### src/rtl/proj1_pkg.sv
// Shared types and constants for the writeback register file: FSM states,
// SREG bit positions and the fixed multiply destination registers.
package proj1_pkg;

  localparam int REG_COUNT = 32;
  localparam int ADDR_W    = 5;

  localparam logic [ADDR_W-1:0] MULT_LO_ADDR = 5'd0;
  localparam logic [ADDR_W-1:0] MULT_HI_ADDR = 5'd1;

  localparam int SREG_C = 0;
  localparam int SREG_Z = 1;
  localparam int SREG_N = 2;

  typedef enum logic {
    IDLE  = 1'b0,
    WR_HI = 1'b1
  } wb_state_e;

endpackage

### src/rtl/proj1_regfile.sv
// 32 x 8-bit flop-based register storage: two combinational read ports,
// one synchronous write port, asynchronous active-low clear.
module proj1_regfile
  import proj1_pkg::*;
(
  input  logic              clk,
  input  logic              rst_n,
  input  logic              we_i,
  input  logic [ADDR_W-1:0] waddr_i,
  input  logic [7:0]        wdata_i,
  input  logic [ADDR_W-1:0] raddr_a_i,
  output logic [7:0]        rdata_a_o,
  input  logic [ADDR_W-1:0] raddr_b_i,
  output logic [7:0]        rdata_b_o
);

  logic [7:0] mem_q [REG_COUNT];

  // NOTE: this array is built from flops, not a RAM macro, so it may take the
  // async clear; a true RAM would need a separate init sequence instead.
  always_ff @(posedge clk or negedge rst_n) begin
    if (!rst_n) begin
      for (int i = 0; i < REG_COUNT; i++) begin
        mem_q[i] <= '0;
      end
    end else if (we_i) begin
      mem_q[waddr_i] <= wdata_i;
    end
  end

  assign rdata_a_o = mem_q[raddr_a_i];
  assign rdata_b_o = mem_q[raddr_b_i];

endmodule

### src/rtl/proj1_wb_regfile.sv
// ALU writeback register file: 8-bit and two-cycle 16-bit writebacks, read
// bypass from the active write, and the C/Z/N status register.
module proj1_wb_regfile
  import proj1_pkg::*;
(
  input  logic              clk,
  input  logic              rst,
  input  logic [ADDR_W-1:0] rr_addr,
  input  logic [ADDR_W-1:0] rd_addr,
  output logic [7:0]        data_rr,
  output logic [7:0]        data_rd,
  output logic              ci,
  input  logic              wb_valid,
  output logic              wb_ready,
  input  logic [ADDR_W-1:0] wb_addr,
  input  logic              wb_wide,
  input  logic [15:0]       wb_data,
  input  logic              wb_flag_we,
  input  logic              alu_co,
  input  logic              alu_zo,
  input  logic              alu_no,
  output logic [7:0]        sreg
);

  wb_state_e         state_q, state_d;
  logic [7:0]        hi_hold_q, hi_hold_d;
  logic [2:0]        flags_q, flags_d;
  logic              rf_we;
  logic [ADDR_W-1:0] rf_waddr;
  logic [7:0]        rf_wdata;
  logic [7:0]        rf_rr, rf_rd;

  // NOTE: every signal driven here gets a default first, so no path through
  // the case leaves one unassigned and no latch is inferred.
  always_comb begin
    state_d   = state_q;
    hi_hold_d = hi_hold_q;
    flags_d   = flags_q;
    wb_ready  = 1'b0;
    rf_we     = 1'b0;
    rf_waddr  = wb_addr;
    rf_wdata  = wb_data[7:0];
    case (state_q)
      IDLE: begin
        wb_ready = rst;
        if (wb_valid && wb_ready) begin
          rf_we = 1'b1;
          if (wb_wide) begin
            rf_waddr  = MULT_LO_ADDR;
            hi_hold_d = wb_data[15:8];
            state_d   = WR_HI;
          end
          if (wb_flag_we) begin
            flags_d[SREG_C] = alu_co;
            flags_d[SREG_Z] = alu_zo;
            flags_d[SREG_N] = alu_no;
          end
        end
      end
      WR_HI: begin
        // Upstream sees ready low here and holds its next op.
        rf_we    = 1'b1;
        rf_waddr = MULT_HI_ADDR;
        rf_wdata = hi_hold_q;
        state_d  = IDLE;
      end
    endcase
  end

  // NOTE: state registers use non-blocking assignment so every flop samples
  // pre-edge values regardless of block ordering.
  always_ff @(posedge clk or negedge rst) begin
    if (!rst) begin
      state_q   <= IDLE;
      hi_hold_q <= '0;
      flags_q   <= '0;
    end else begin
      state_q   <= state_d;
      hi_hold_q <= hi_hold_d;
      flags_q   <= flags_d;
    end
  end

  proj1_regfile u_regfile (
    .clk       (clk),
    .rst_n     (rst),
    .we_i      (rf_we),
    .waddr_i   (rf_waddr),
    .wdata_i   (rf_wdata),
    .raddr_a_i (rr_addr),
    .rdata_a_o (rf_rr),
    .raddr_b_i (rd_addr),
    .rdata_b_o (rf_rd)
  );

  always_comb begin
    data_rr = '0;
    data_rd = '0;
    if (rst) begin
      data_rr = (rf_we && (rf_waddr == rr_addr)) ? rf_wdata : rf_rr;
      data_rd = (rf_we && (rf_waddr == rd_addr)) ? rf_wdata : rf_rd;
    end
  end

  assign sreg = {5'b0, flags_q};
  assign ci   = flags_q[SREG_C];

endmodule

### config.mk
export PLATFORM = sky130hd
export DESIGN_NAME = proj1_wb_regfile
export DESIGN_NICKNAME = d
export VERILOG_FILES = /design/src/rtl/proj1_pkg.sv /design/src/rtl/proj1_regfile.sv /design/src/rtl/proj1_wb_regfile.sv
export SDC_FILE = /design/constraint.sdc
export NUM_CORES = 1
export LEC_CHECK = 0
export BUFFER_PORTS_ARGS = -buffer_cell sky130_fd_sc_hd__buf_2
export CAP_MARGIN = 20
export CORE_AREA = 5 5 142 246
export DETAILED_ROUTE_END_ITERATION = 8
export DIE_AREA = 0 0 147 251
export PLACE_DENSITY = 0.64
export SYNTH_ARGS = -nofsm -noshare
export SYNTH_HDL_FRONTEND = slang
export SYNTH_SLANG_ARGS = --single-unit
### constraint.sdc
create_clock -name clk -period 3.5 [get_ports clk]
set_input_delay 0.7 -clock clk [delete_from_list [all_inputs] [get_ports clk]]
set_output_delay 0.7 -clock clk [all_outputs]
set_load 0.005 [all_outputs]
After elaboration in Yosys (flattened, before gate mapping)
Index checks and enable logic that the tools add are counted.
Widths: inputs -> output; s select.

word-level totals
  register bits after elaboration = 268
  logic and storage cells = 74
  output and inout bits = 26

operators by class
  eq/ne operators = 2
  $lt $le $gt $ge = 4
  reductions and logical operators = 6
  multiplexer cells = 23
  bitwise gates (word level) = 4

operators by type and width
  operator            count
  $bwmux 256          1
  $bmux 8 s5          2
  $mux 8              10
  $demux 8 s5         1
  $ge 6x6->1 const B  3
  $not 5->6           3
  $eq 5x5->1          2
  $mux 5              2
  $pmux 5 s2          1
  $lt 6x1->1 const B  1
  $reduce_and 3->1    2
  $logic_and 1x1->1   4
  $mux 1              4
  $pmux 1 s2          2
  $not 1->1           1

Logic depth before layout (Yosys ltp)
  depth in word-level cells = 9
  gate-level depth with buffers = 9
  gate-level depth less buffers = 6

Cells and area by module
Synthesis repeated with hierarchy kept, for this count alone.

second synthesis, totals
  cell total of the unflattened synthesis = 954
  area, all modules = 14808.0 µm²

modules (own cells, without submodules)
  module            area an instance (µm²)  cells an instance  times used  sequential area each (µm²)
  proj1_regfile     13643.1                 806                1           6406.1
  proj1_wb_regfile  1164.9                  148                1           300.3

Least setup slack after synthesis
OpenSTA, ideal clock, no wires.

  kind = input-to-output
  start = input port rr_addr[0]
  end = output port data_rr[2]
  stages on the path = 7
  path slack = 0.414 ns
  arrival time = 2.386 ns
  cells stage by stage = buf_2 buf_2 mux4_2 mux2_2 o22ai_1 o21ai_0 and3_1

between the ends
  word-level cells in the longest chain between the ends = 6

ends and longest elaborated chain
  element                                    line                     RTL
  start: declaration                         proj1_wb_regfile.sv:8    input logic [ADDR_W-1:0] rr_addr,
  $not 5->6 (not written as such)            proj1_regfile.sv:31      assign rdata_a_o = mem_q[raddr_a_i];
  $bmux 8 s5                                 proj1_regfile.sv:31
  $mux 8 (not written as such) (2 in a row)  proj1_regfile.sv:31
  $mux 8 *                                   proj1_wb_regfile.sv:100  data_rr = (rf_we && (rf_waddr == rr_addr)) ? rf_wdata : rf_rr;
  $mux 8 *                                   proj1_wb_regfile.sv:99   if (rst) begin
  end: declaration                           proj1_wb_regfile.sv:10   output logic [7:0] data_rr,

Every way passes the cells marked *; elsewhere a longest branch is shown, timed or not. The select of a mux whose other input is x is not followed.

Final worst setup path
  start = input port rd_addr[2]
  end = output port data_rd[5]

between the ends
  word-level cells in the longest chain between the ends = 6

ends and longest elaborated chain
  element                                    line                     RTL
  start: declaration                         proj1_wb_regfile.sv:9    input logic [ADDR_W-1:0] rd_addr,
  $not 5->6 (not written as such)            proj1_regfile.sv:32      assign rdata_b_o = mem_q[raddr_b_i];
  $bmux 8 s5                                 proj1_regfile.sv:32
  $mux 8 (not written as such) (2 in a row)  proj1_regfile.sv:32
  $mux 8 *                                   proj1_wb_regfile.sv:101  data_rd = (rf_we && (rf_waddr == rd_addr)) ? rf_wdata : rf_rd;
  $mux 8 *                                   proj1_wb_regfile.sv:99
  end: declaration                           proj1_wb_regfile.sv:11   output logic [7:0] data_rd,

Marked as above.

==> flow_metrics.tcl <==
set metrics [dict create \
    core_um2 32700 \
    setup_viol 0 \
    worst_pin_slew_ns 0.8082 \
    final_cells 1781 \
    yosys-top-cells-area "dfrtp_1, mux4_2, a21oi_1" \
    synth-seq-cells 268 \
    yosysTopAreaCell "dfrtp_1" \
    fmax_mhz 289.5 \
    die_area_um2 36900 \
    clk_latency_ns 0.55 \
    seq_area_frac_synth_pct 46.18 \
    hp-class "in -> async" \
    place_inst 1734 \
    io_buffers 59 \
    crit_buf_inv 3 \
    ant_nets 0 \
    grt_max_degree 131 \
    routed_wl_mm 42.95 \
    synthToLayoutAreaGrowth_pct 13.92 \
    fillers 2882 \
    ys_warn_count 0 \
    whs_ns 0.3390 \
    power.density_nw_per_um2 566.7 \
    vias 10910 \
    slew_headroom_pct 45.92 \
    clkPwrFrac_pct 31.9 \
    cts_max_level 1 \
    p_total_mw 9.375 \
    slowest_delay_ns 0.51 \
    comb_power_share_pct 22.5 \
    clock_skew_ns 0.01313 \
    sw_frac_of_total_pct 29.19 \
    p_sw_mw 2.736 \
    max-vdd-ir-drop_v 0.0003416 \
    dpl_cell_area_um2 15630 \
    cp.depth 8 \
    endpoint_kind "output pin" \
    drtPass1Iterations 5 \
    wire_per_inst_um 24.12 \
    power_leakage_nw 7.066 \
    drc 0 \
    drv_slew 0 \
    path_clk_slew_ns 0.06 \
    grt_overflow 0 \
    grt_use_total_pct 23.37 \
    rsz0062_at_grt "no" \
    path_max_fanout 20 \
    post-cts-setup-buffers 0 \
    die_x_um 147 \
    first_iter_violations 908 \
    startpoint_type "primary input" \
    clockRootBuffer "clkbuf_16" \
    die_y_um 251 \
    ios 65 \
    post-place-ws_ns -0.03835 \
    status "finished, final reports clean" \
    timing.final.crit_period_ns 3.454 \
    critPathSlowestCell "a222oi_1" \
    start_util_pct 44.41 \
    netlist_area_um2 14520 \
    drv_cap 0 \
    fin_nets 1396 \
    path_cells "clkbuf_4, a222oi_1, o21ai_0, nor3_1, nand3_1, buf_4, o22ai_1, buf_2" \
    criticalPathCategory "in -> out" \
    setup_ws_ns 0.04629 \
    hold_violations 0 \
    arrival_ns 2.75 \
    holdBufCountCts 0 \
    path_delay_family "compound AO/OA/AOI/OAI gates" \
    seqCellArea_um2 6708 \
    cts_sinks 268 \
    std_cell_rows 88 \
    first_global_vias 11330 \
    drive_above_1_share_pct 27.33 \
    insertedDiodeCount 0 \
    period_share_pct 98.68 \
    ff2ff_path_depth 6 \
    p_seq_share_pct 45.6 \
    viasPerCell 6.127 \
    dpl.hpwl_mm 31.08 \
    syn_inst 1314 \
    place.gp.congestion 0.9375 \
    synth_area_per_cell_um2 11.05 \
    cts_tree "done" \
    synth.distinct_cells 54 \
    grt_antenna_before_repair 0 \
    multi_input_area_um2 7343 \
    p_int_mw 6.639 \
    grt_pass1_wl_mm 67.04 \
    final_cell_area_um2 16540 \
    synth_top_area_share_pct 46.18 \
    numCtsBuffers 26 \
    cts_buffer_depth 3 \
    cp.required_ns 2.80 \
]
## metal layers
| layer | wire length (µm) | track usage [%] | share of wire [%] |
|---|---|---|---|
| met1 | 16050 | 28.01 | 37 |
| met3 | 1929 | 2.399 | 4.5 |
| met2 | 22860 | 42.09 | 53 |
| met5 | 0 | 0 | 0 |
| met4 | 2108 | 11.04 | 4.9 |
## synth_stat cells (all sizes together)
cell type  number
dfrtp         268
nor2          201
a21oi         185
mux4          126
nand2          98
o21ai          90
buf            70
clkbuf         54
mux2i          46
mux2           40
o22ai          35
nand2b         14
nor2b          13
nor3           12
and3            9
or2             5
a31oi           4
inv             4
nand3           4
nor4            4
o41ai           4
and2            3
nand4           3
o21a            3
xnor2           3
nor4b           2
o32ai           2
or3             2
a21bo           1
a21boi          1
a222oi          1
and4            1
conb            1
nor3b           1
nor4bb          1
o2bb2ai         1
o311ai          1
or4b            1
## cell type report
type | count | area share, %
Tap cell | 405 | 3.063
Inverter | 4 | 0.09076
Multi-Input combinational cell | 922 | 44.39
Sequential cell | 268 | 40.55
Timing Repair Buffer | 135 | 6.436
Clock inverter | 9 | 0.7790
Clock buffer | 38 | 4.697
## stage by stage
stage	TNS (ns)	utilization, %
final	0	50.59
after global routing	0	50.59
after CTS	0	50.57
after detailed placement	-0.03835	47.79
after global placement	-0.01504	47.79
after floorplan	0	-
## final timing paths
check | from | endpoint | slack (ns)
setup / recovery | rd_addr[2] | data_rd[5] | 0.05
hold / removal | rst | u_regfile.mem_q[102] | 0.34
setup reg to reg | state_q | u_regfile.mem_q[9] | 1.01
hold reg to reg | u_regfile.mem_q[44] | u_regfile.mem_q[44] | 0.50
max in group asynchronous | rst | u_regfile.mem_q[71] | 1.96
min in group clk | wb_data[14] | hi_hold_q[6] | 0.38
## state kept, by name, summed over array words and instances, names as in the netlist
signal	count
flags_q	3
hi_hold_q	8
state_q	1
u_regfile.mem_q	256
## what timing repair did
action,4_1_cts,5_1_grt
cloned,0,0
endpoints found under the setup margin,1,3
resized for setup,1,3
endpoints found under the hold margin,0,0
## cell usage in the layout, fill, tap and decap left out, drive strengths merged, types with 4 or more instances in the layout
| cell | instances |
|---|---|
| nor2 | 201 |
| a31oi | 4 |
| a21oi | 185 |
| o41ai | 4 |
| nand3 | 4 |
| dfrtp | 268 |
| clkbuf | 39 |
| conb | 5 |
| mux2i | 46 |
| or2 | 5 |
| o21ai | 90 |
| nor3 | 12 |
| inv | 5 |
| nand2b | 14 |
| buf | 134 |
| mux4 | 126 |
| o22ai | 35 |
| nor2b | 13 |
| nand2 | 98 |
| mux2 | 40 |
| nor4 | 4 |
| and3 | 9 |
## power by group through the flow
stage | Sequential [mW] | Combinational (mW) | Clock [mW]
after floorplan | 4.10 | 1.57 | 0
after global placement | 4.26 | 2.04 | 0
after detailed placement | 4.30 | 2.11 | 0
after CTS | 4.25 | 2.11 | 3.04
after global routing | 4.34 | 2.33 | 3.15
final | 4.27 | 2.11 | 2.99
## kinds of logic after synthesis
| kind of cell | synth area share, % |
|---|---|
| mux | 25.81 |
| compound gates | 12.17 |
| other cells | 0.02582 |
| xor+xnor | 0.1810 |
| simple gates | 11.59 |
| flops | 46.18 |
| buf+inv | 4.041 |
Note: power is estimated with default switching activity, not from simulation.
